$ cat src/rtl/booth_pkg.sv
// Shared types and helpers for the sequential Booth multiplier.
// Holds the controller states, the recode operations and the operand-extension rule.
package booth_pkg;

  typedef enum logic [1:0] {
    IDLE,
    CALC,
    DONE
  } state_e;

  typedef enum logic [2:0] {
    NOP,
    ADD1,
    ADD2,
    SUB1,
    SUB2
  } recode_op_e;

  // Bit used to extend an operand: its MSB in signed mode, zero otherwise.
  function automatic logic ext_bit(input logic i_msb, input logic i_signed);
    return i_msb & i_signed;
  endfunction

endpackage

$ cat src/rtl/booth_recoder.sv
// Combinational Booth recoder: maps {Q[1],Q[0],q_m1} to an operation and its addend.
// The radix-2 build feeds Q[0] twice, which collapses the table to 0/+M/-M.
module booth_recoder
  import booth_pkg::*;
#(
  parameter int A_W = 18
) (
  input  logic [2:0]     i_trip,
  input  logic [A_W-1:0] i_m,
  output recode_op_e     o_op,
  output logic [A_W-1:0] o_addend
);

  logic [A_W-1:0] w_m2;

  assign w_m2 = {i_m[A_W-2:0], 1'b0};

  always_comb begin
    o_op = NOP;
    unique case (i_trip)
      3'b001, 3'b010: o_op = ADD1;
      3'b011:         o_op = ADD2;
      3'b100:         o_op = SUB2;
      3'b101, 3'b110: o_op = SUB1;
      default:        o_op = NOP;
    endcase
  end

  always_comb begin
    o_addend = '0;
    case (o_op)
      ADD1:    o_addend = i_m;
      ADD2:    o_addend = w_m2;
      SUB1:    o_addend = -i_m;
      SUB2:    o_addend = -w_m2;
      default: o_addend = '0;
    endcase
  end

endmodule

$ cat src/rtl/booth_mult_seq.sv
// Sequential Booth multiplier with start/busy/done handshake, signed or unsigned per operation.
// Define BOOTH_RADIX4_EN for radix-4 recoding (two bits per iteration); default is radix-2.
module booth_mult_seq
  import booth_pkg::*;
#(
  parameter int WIDTH = 16,
  parameter int CNT_W = $clog2(WIDTH + 2) + 1
) (
  input  logic                 clk,
  input  logic                 rst,
  input  logic                 start,
  input  logic                 signed_mode,
  input  logic [WIDTH-1:0]     multiplicand,
  input  logic [WIDTH-1:0]     multiplier,
  output logic                 busy,
  output logic                 done,
  output logic [2*WIDTH-1:0]   product
);

`ifdef BOOTH_RADIX4_EN
  localparam int E_W   = ((WIDTH + 1) % 2 == 0) ? (WIDTH + 1) : (WIDTH + 2);
  localparam int A_W   = E_W + 1;
  localparam int SHIFT = 2;
`else
  localparam int E_W   = WIDTH + 1;
  localparam int A_W   = E_W;
  localparam int SHIFT = 1;
`endif
  localparam int ITER  = E_W / SHIFT;
  localparam int CAT_W = A_W + E_W + 1;
  localparam logic [CNT_W-1:0] ITER_C = CNT_W'(ITER);

  state_e                  r_state;
  state_e                  w_state_next;
  logic [A_W-1:0]          r_m;
  logic signed [A_W-1:0]   r_a;
  logic [E_W-1:0]          r_q;
  logic                    r_q_m1;
  logic [CNT_W-1:0]        r_count;
  logic [2*WIDTH-1:0]      r_product;

  logic                    w_accept;
  logic                    w_last;
  logic [2:0]              w_trip;
  recode_op_e              w_op;
  logic [A_W-1:0]          w_addend;
  logic [A_W-1:0]          w_sum;
  logic signed [CAT_W-1:0] w_cat;
  logic signed [CAT_W-1:0] w_shift;
  logic                    w_m_ext;
  logic                    w_q_ext;

`ifdef BOOTH_RADIX4_EN
  assign w_trip = {r_q[1], r_q[0], r_q_m1};
`else
  assign w_trip = {r_q[0], r_q[0], r_q_m1};
`endif

  booth_recoder #(
    .A_W (A_W)
  ) u_recoder (
    .i_trip   (w_trip),
    .i_m      (r_m),
    .o_op     (w_op),
    .o_addend (w_addend)
  );

  assign w_m_ext = ext_bit(multiplicand[WIDTH-1], signed_mode);
  assign w_q_ext = ext_bit(multiplier[WIDTH-1], signed_mode);

  // Add/sub wraps in A_W bits; the shift replicates A's MSB into the vacated bits.
  assign w_sum   = (w_op == NOP) ? r_a : (r_a + w_addend);
  assign w_cat   = {w_sum, r_q, r_q_m1};
  assign w_shift = w_cat >>> SHIFT;

  always_comb begin
    w_state_next = r_state;
    busy         = 1'b0;
    done         = 1'b0;
    w_accept     = 1'b0;
    w_last       = 1'b0;
    unique case (r_state)
      IDLE: begin
        if (start) begin
          w_accept     = 1'b1;
          w_state_next = CALC;
        end
      end
      CALC: begin
        busy = 1'b1;
        if (r_count == CNT_W'(1)) begin
          w_last       = 1'b1;
          w_state_next = DONE;
        end
      end
      DONE: begin
        busy         = 1'b1;
        done         = 1'b1;
        w_state_next = IDLE;
      end
      default: w_state_next = IDLE;
    endcase
  end

  always_ff @(posedge clk) begin
    if (rst) begin
      r_state   <= IDLE;
      r_m       <= '0;
      r_a       <= '0;
      r_q       <= '0;
      r_q_m1    <= 1'b0;
      r_count   <= '0;
      r_product <= '0;
    end else begin
      r_state <= w_state_next;
      if (w_accept) begin
        r_m     <= {{(A_W - WIDTH){w_m_ext}}, multiplicand};
        r_q     <= {{(E_W - WIDTH){w_q_ext}}, multiplier};
        r_a     <= '0;
        r_q_m1  <= 1'b0;
        r_count <= ITER_C;
      end else if (r_state == CALC) begin
        r_a     <= w_shift[CAT_W-1 -: A_W];
        r_q     <= w_shift[E_W:1];
        r_q_m1  <= w_shift[0];
        r_count <= r_count - CNT_W'(1);
        // The full product occupies {A,Q}; the low 2*WIDTH bits are exact.
        if (w_last) begin
          r_product <= w_shift[2*WIDTH:1];
        end
      end
    end
  end

  assign product = r_product;

endmodule

$ cat config.mk
export PLATFORM = sky130hd
export DESIGN_NAME = booth_mult_seq
export DESIGN_NICKNAME = d
export VERILOG_FILES = /design/src/rtl/booth_pkg.sv /design/src/rtl/booth_recoder.sv /design/src/rtl/booth_mult_seq.sv
export SDC_FILE = /design/constraint.sdc
export NUM_CORES = 1
export LEC_CHECK = 0
export ABC_CLOCK_PERIOD_IN_PS = 4200
export CORE_MARGIN = 5
export CORE_UTILIZATION = 25
export DETAILED_ROUTE_END_ITERATION = 10
export PLACE_DENSITY = 0.49
export SETUP_SLACK_MARGIN = 0.5
export SYNTH_ARGS = -nofsm -noshare
export SYNTH_HDL_FRONTEND = slang
export SYNTH_SLANG_ARGS = --single-unit
$ cat constraint.sdc
create_clock -name clk -period 4.2 [get_ports clk]
set_clock_uncertainty 0.15 [all_clocks]
set_input_delay 0.42 -clock clk [delete_from_list [all_inputs] [get_ports clk]]
set_output_delay 0.42 -clock clk [all_outputs]
set_load 0.01 [all_outputs]
After elaboration in Yosys (flattened, before gate mapping)
Cells that the tools add are included.
{"block": "op_classes", "n_eq_ne": 15, "reduce_logical": 9, "n_mux": 16, "bitwise": 3, "addsub": 4}
{"cell": "17-bit one-hot mux with 4 select lines", "count": 1}
{"cell": "17-bit two-way mux", "count": 3}
{"cell": "17-bit negation", "count": 2}
{"cell": "17-bit adder", "count": 1}
{"cell": "3-bit by 2-bit == test with 1-bit output (second input constant)", "count": 4}
{"cell": "3-bit == test (second input constant)", "count": 4}
{"cell": "3-bit one-hot mux with 4 select lines", "count": 1}
{"cell": "5-bit two-way mux", "count": 2}
{"cell": "2-bit OR reduction", "count": 4}
{"cell": "3-bit by 1-bit == test with 1-bit output (second input constant)", "count": 2}
{"cell": "6-bit by 1-bit == test with 1-bit output (second input constant)", "count": 1}
{"cell": "1-bit two-way mux", "count": 6}
{"cell": "6-bit by 1-bit subtractor with 6-bit output (second input constant)", "count": 1}
{"cell": "2-bit two-way mux", "count": 2}
{"cell": "2-bit != test (second input constant)", "count": 2}
{"cell": "2-bit one-hot mux with 2 select lines", "count": 1}
{"cell": "3-bit zero test", "count": 1}
{"cell": "3-bit AND reduction", "count": 1}
{"cell": "1-bit bitwise AND", "count": 2}
{"cell": "2-bit by 1-bit == test with 1-bit output (second input constant)", "count": 1}
{"cell": "2-bit == test (second input constant)", "count": 1}
{"cell": "2-bit zero test", "count": 1}
{"cell": "2-bit AND reduction", "count": 1}
{"cell": "2-bit nonzero test", "count": 1}
{"cell": "1-bit inverter", "count": 1}
{"block": "word_totals", "in_bits": 36, "output_inout_bits": 34, "reg_bits": 91, "wordCells": 55}

Longest topological paths before layout
{"block": "depth", "depth_word": 9, "depth_mapped": 17, "depth_no_buf": 17}

Modules after synthesis
Synthesis repeated with hierarchy kept, for this count alone.
{"block": "unflattened", "cells_unflattened": 711, "hier_area_um2": 5664.2}
{"module": "booth_mult_seq", "cells_each": 539, "seq_area_each_um2": 1821.7, "n_inst": 1, "area_per_inst_um2": 4538.1}
{"module": "booth_recoder", "cells_each": 172, "seq_area_each_um2": 0.0, "n_inst": 1, "area_per_inst_um2": 1126.1}

Worst setup path before layout
No wires, ideal clock.
{"block": "synth_path", "kind": "register -> register", "from": "register r_q[0]", "to": "register r_product[27], in the netlist product[27]", "n_path_buf": 3, "stages_incl_launch_ff": 15, "t_arrival_ps": 3577, "slack_ps": 372, "required_time_ps": 3949, "synth_period_minus_slack_ps": 3828, "setup_ps": 101, "path_cell_list": "dfxtp_1 > inv_1 > ha_1 > buf_1 > clkbuf_1 > buf_1 > nor2_1 > ha_1 > a21o_1 > a2111oi_0 > o221ai_1 > o31ai_1 > xnor2_1 > nor2_1 > o41ai_1"}
{"block": "synth_between", "elab_chain_len": 7, "word_cells_on_any_way": 17, "cone_classes": "1 x add/sub; 10 x eq/ne; 3 x mux; 3 x reduce/logical"}
{"item": "start, declared", "line": "booth_mult_seq.sv:37", "text": "logic [E_W-1:0] r_q;"}
{"item": "start signal, assigned", "line": "booth_mult_seq.sv:118", "text": "r_q <= {{(E_W - WIDTH){w_q_ext}}, multiplier};"}
{"item": "start signal, assigned", "line": "booth_mult_seq.sv:124", "text": "r_q <= w_shift[E_W:1];"}
{"item": "3-bit == test (tied with other cells)", "line": "booth_recoder.sv:20", "text": "unique case (i_trip)"}
{"item": "2-bit OR reduction", "line": "booth_recoder.sv:20"}
{"item": "3-bit one-hot mux with 4 select lines (*)", "line": "booth_recoder.sv:20"}
{"item": "3-bit == test (tied with other cells)", "line": "booth_recoder.sv:31", "text": "case (o_op)"}
{"item": "17-bit one-hot mux with 4 select lines", "line": "booth_recoder.sv:31"}
{"item": "17-bit adder", "line": "booth_mult_seq.sv:72", "text": "assign w_sum = (w_op == NOP) ? r_a : (r_a + w_addend);"}
{"item": "17-bit two-way mux (*)", "line": "booth_mult_seq.sv:72"}
{"item": "end signal, assigned", "line": "booth_mult_seq.sv:129", "text": "r_product <= w_shift[2*WIDTH:1];"}
{"item": "end, declared", "line": "booth_mult_seq.sv:40", "text": "logic [2*WIDTH-1:0] r_product;"}
Every way passes the cells marked *; elsewhere a longest branch is shown, timed or not.
A chain may end at the register's enable or synchronous reset.

Worst setup path after layout
{"block": "layout_path", "from": "register r_m[1]", "to": "register r_product[29], in the netlist product[29]"}
{"block": "layout_between", "elab_chain_len": 4, "word_cells_on_any_way": 5, "cone_classes": "3 x add/sub; 2 x mux"}
{"item": "start, declared", "line": "booth_mult_seq.sv:35", "text": "logic [A_W-1:0] r_m;"}
{"item": "start signal, assigned", "line": "booth_mult_seq.sv:117", "text": "r_m <= {{(A_W - WIDTH){w_m_ext}}, multiplicand};"}
{"item": "17-bit negation, on equally long branches", "line": "booth_recoder.sv:34, booth_recoder.sv:35"}
{"item": "17-bit one-hot mux with 4 select lines (*)", "line": "booth_recoder.sv:31"}
{"item": "17-bit adder (*)", "line": "booth_mult_seq.sv:72"}
{"item": "17-bit two-way mux (*)", "line": "booth_mult_seq.sv:72"}
Marked as above.

==> run_results.csv <==
group,metric,value,unit
outcome,run_status,"finished, final reports clean",
synth,syn_inst,626,
clocking,cts-htree-levels,3,
sta,rsz0062_at_grt,"yes",
global_routing,grt_use_total,12.58,%
global_routing,grt_start_max_net_pins,44,
detailed_routing,drc_errors,0,
synth,synth_edf_count,0,
synth,post_synth.cell_area_avg,7.837,um2
clocking,clock_tree.buffer_depth,2,
power,power_density,469.9,nW/um2
place,dp_cells,935,
sta,final-setup-viol-count,0,
detailed_routing,viasPerCell,4.696,
final_layout,antenna_cells_inserted,0,
detailed_routing,routed_wire_length_per_instance,14.50,um
clocking,cts_hold_buf,0,
worst_setup_path,cpLargestDelayFamily,"compound AO/OA/AOI/OAI gates",
die,number_of_ports_placed_on_the_die_boundary,70,
synth,yosys_warnings,0,
worst_setup_path,critical_path.slowest_cell,"sky130_fd_sc_hd__or3b_4",
synth,synth.lib_cells_used.distinct,46,
synth,register_area_share_after_synthesis,37.13,%
worst_setup_path,criticalPathCategory,"reg -> reg",
worst_setup_path,critPathBufInv,2,
sta,timing.slew.headroom,42.42,%
worst_hold_path,worst_hold_endpoint,"product[2]",
clocking,cts_num_sinks,91,
clocking,worst_setup_hold_path_clk_slew,0.07,ns
synth,netlist_top_cells_area,"sky130_fd_sc_hd__dfxtp_1 37%, sky130_fd_sc_hd__a21oi_1 8.1%, sky130_fd_sc_hd__nand2_1 7.7%",
sta,timing.setup.tns,0,ns
final_layout,nets,749,
worst_setup_path,critical_path.cell_chain,"inv_2 -> ha_4 -> or3b_4 -> nor3_4 -> buf_4 -> nand2_1 -> nand2_1 -> a21oi_1 -> nor2_2 -> ha_4 -> a21o_1 -> a21oi_2 -> o221ai_4 -> a221o_1 -> nand2_1 -> a22oi_1 -> o311a_1",
global_routing,grt_pass1_vias,4357,
worst_setup_path,required,4.30,ns
synth,ys_ff_latch,91,
power,peakVddDrop,0.3185,mV
detailed_routing,drtAntennaViolNets,0,
place,routability_congestion_estimate,0.8570,
detailed_routing,finalWirelength,13880,um
final_layout,multi_input_comb_area,3085,um2
final_layout,fill_cells,2129,
sta,hold_violations,0,
worst_setup_path,slowest_delay,0.42,ns
die,coreArea,19400,um2
sta,layout_min_cycle_time,3.555,ns
worst_hold_path,worstHoldPathCells,2,
synth,ys_async_sr_fraction,0,%
worst_setup_path,reg2reg_setup_slack,0.64,ns
worst_hold_path,timing.hold.worst.start,"product[2]",
worst_setup_path,timing.reg2reg.worst_path_depth,17,
synth,syn_area,4906,um2
die,floorplan.die_area,22530,um2
synth,mappedNetlistNets,688,
worst_setup_path,nature_of_the_critical_path_endpoint,"register",
global_routing,grt_pass1_wl,22610,um
place,io_buffer_count,69,
place,post-dp-hpwl,9924,um
worst_setup_path,reg_to_reg_endpoint,"product[29]",
sta,period_share,84.65,%
final_layout,area_growth,31.01,%
global_routing,grt_antenna_before_repair,0,
clocking,clock_latency,0.35,ns
worst_hold_path,min_path_type,"reg -> reg",
die,floorplan.die.width,150.1,um
synth,synth-main-ff-cell,"sky130_fd_sc_hd__dfxtp_1",
worst_setup_path,regToRegStartpoint,"r_m[1]",
sta,final_max_slew_viol_count,0,
detailed_routing,initialDrtViolationCount,155,
worst_setup_path,critPathLaunchType,"register",
synth,synth_top_area_cell,"sky130_fd_sc_hd__dfxtp_1",
job,drv.max_cap_violation_count,0,
die,die_height,150.1,um
final_layout,layout-drive-gt1-share,10.84,%
final_layout,stdcell_count,957,
clocking,cts-buffers-inserted,9,
place,placement.cell_area,5883,um2
die,initial_core_util,25.29,%
global_routing,residual_overflow_from_global_routing,0,
worst_setup_path,critical_path_arrival,3.65,ns
clocking,clockRootBuffer,"sky130_fd_sc_hd__clkbuf_16",
worst_setup_path,crit_top_cell,"sky130_fd_sc_hd__nand2_1",
clocking,clock_tree_from_tritoncts,"done",
synth,synth_top_cell_area_share,37.13,%
sta,clock.fmax,281.3,MHz
sta,worst_pin_slew,0.8636,ns
power,power.leakage,2.300,nW
detailed_routing,drt_first_pass_iters,4,
final_layout,seqCellArea,1826,um2
final_layout,layout.cell_area.non_filler,6427,um2
detailed_routing,detailroute.via_count,4494,
die,number_of_standard_cell_rows_in_the_floorplan,51,
worst_setup_path,worst-path-max-fanout,6,
==> registers in the layout, indices dropped and copies added, names as in the netlist <==
register,cells
r_m,17
r_state,2
r_q,17
r_q_m1,1
r_a,16
r_count,6
product,32
==> metal layers <==
layer	GRT usage, %	part of all wire (%)	vias to the layer above
met5	0	0	-
met4	3.614	1.2	0
met3	2.726	4.0	12
met2	20.43	47	62
met1	16.79	48	2079
li1	-	-	2341
==> worst min-delay path: stages (launching register included) <==
cell and delay, ns:
sky130_fd_sc_hd__dfxtp_1 0.31, sky130_fd_sc_hd__nand2_1 0.05, sky130_fd_sc_hd__a21oi_1 0.05
==> layout make-up <==
cell class              instances  share of cell area [%]
multi-input cells             482                   48.00
flip-flops and latches         91                   28.40
repair buffers                 88                   12.89
well taps                     265                   5.159
clock buffers                  10                   3.562
clock inverters                 6                   1.110
inverters                      15                  0.8760
==> metrics by stage <==
step           hold slack (ns)  power [mW]  utilization, %  worst slack, ns
6_report                0.3049       3.020           33.13           0.6448
5_1_grt                 0.3205       3.238           33.13           0.4422
4_1_cts                 0.3066       3.004           32.22           0.5611
3_5_place_dp            0.2963       2.121           30.33           0.3176
3_3_place_gp            0.2971       2.120           30.33           0.3516
2_1_floorplan           0.2938       1.813               -           0.5754
==> worst max-delay path by stage <==
stage	slack, ns	depth (start not counted)	startpoint	end
after floorplan	0.58	14	r_q[0]	product[27]
after global placement	0.35	17	r_m[0]	product[27]
after detailed placement	0.32	17	r_m[0]	product[27]
after CTS	0.56	11	r_q[0]	product[27]
after global routing	0.44	17	r_m[1]	product[29]
final	0.64	17	r_m[1]	product[29]
==> where the power goes <==
part	switching, mW	internal [mW]
Sequential	0.116	0.983
Combinational	0.610	0.468
Clock	0.376	0.467
==> layout by cell type, fill, tap and decap left out, drive strengths merged, types with 3 or more instances in the layout <==
cell type,count
inv,17
nand2,100
and3,3
or3,5
nand3b,10
buf,20
a211oi,34
nor2,74
a311oi,7
o311a,3
nor2b,4
nand3,7
a21o,5
o21ai,22
nand2b,4
ha,25
clkdlybuf4s50,68
o211ai,5
o21a,3
a21oi,79
xnor2,8
and2,6
nor3,19
dfxtp,91
xor2,9
clkbuf,10
nor4,3
mux2i,24
==> cell families (layout without fill, tap and decap cells) <==
kind of cell / count (synthesis) / after routing / share of synthesized area [%]
AOI/OAI and AO/OA: 174 / 174 / 22.09
xor gates and xnor gates: 17 / 17 / 3.035
adders and majority gates: 26 / 26 / 6.784
buffers and inverters: 53 / 119 / 4.055
DFF: 91 / 91 / 37.13
muxes: 24 / 24 / 4.897
and+or+nand+nor: 241 / 241 / 22.01
==> timing repair <==
item / 4_1_cts / 5_1_grt
setup endpoints to repair: 7 / 14
pin swaps: 3 / 16
gates resized for setup: 14 / 30
setup buffers: 1 / 5
==> cell usage after synthesis, types with 2 or more instances <==
| cell type | count |
|---|---|
| sky130_fd_sc_hd__buf_1 | 8 |
| sky130_fd_sc_hd__clkbuf_1 | 30 |
| sky130_fd_sc_hd__nor4_1 | 2 |
| sky130_fd_sc_hd__nand2_1 | 100 |
| sky130_fd_sc_hd__nor3_1 | 19 |
| sky130_fd_sc_hd__a311oi_1 | 7 |
| sky130_fd_sc_hd__mux2i_1 | 24 |
| sky130_fd_sc_hd__o211ai_1 | 5 |
| sky130_fd_sc_hd__a21oi_1 | 79 |
| sky130_fd_sc_hd__dfxtp_1 | 91 |
| sky130_fd_sc_hd__xor2_1 | 9 |
| sky130_fd_sc_hd__o41ai_1 | 2 |
| sky130_fd_sc_hd__nand3_1 | 7 |
| sky130_fd_sc_hd__a211oi_1 | 34 |
| sky130_fd_sc_hd__ha_1 | 25 |
| sky130_fd_sc_hd__nor2b_1 | 4 |
| sky130_fd_sc_hd__inv_1 | 15 |
| sky130_fd_sc_hd__o31ai_1 | 2 |
| sky130_fd_sc_hd__nor3b_1 | 2 |
| sky130_fd_sc_hd__nand3b_1 | 10 |
| sky130_fd_sc_hd__and2_1 | 6 |
| sky130_fd_sc_hd__xnor2_1 | 8 |
| sky130_fd_sc_hd__and3_1 | 3 |
| sky130_fd_sc_hd__a21o_1 | 5 |
| sky130_fd_sc_hd__a22oi_1 | 2 |
| sky130_fd_sc_hd__o21a_1 | 3 |
| sky130_fd_sc_hd__o21ai_0 | 22 |
| sky130_fd_sc_hd__or3_1 | 5 |
| sky130_fd_sc_hd__nand2b_1 | 4 |
| sky130_fd_sc_hd__a31oi_1 | 2 |
| sky130_fd_sc_hd__o311a_1 | 3 |
| sky130_fd_sc_hd__nor2_1 | 74 |
Power figures use the tool's default switching activity.
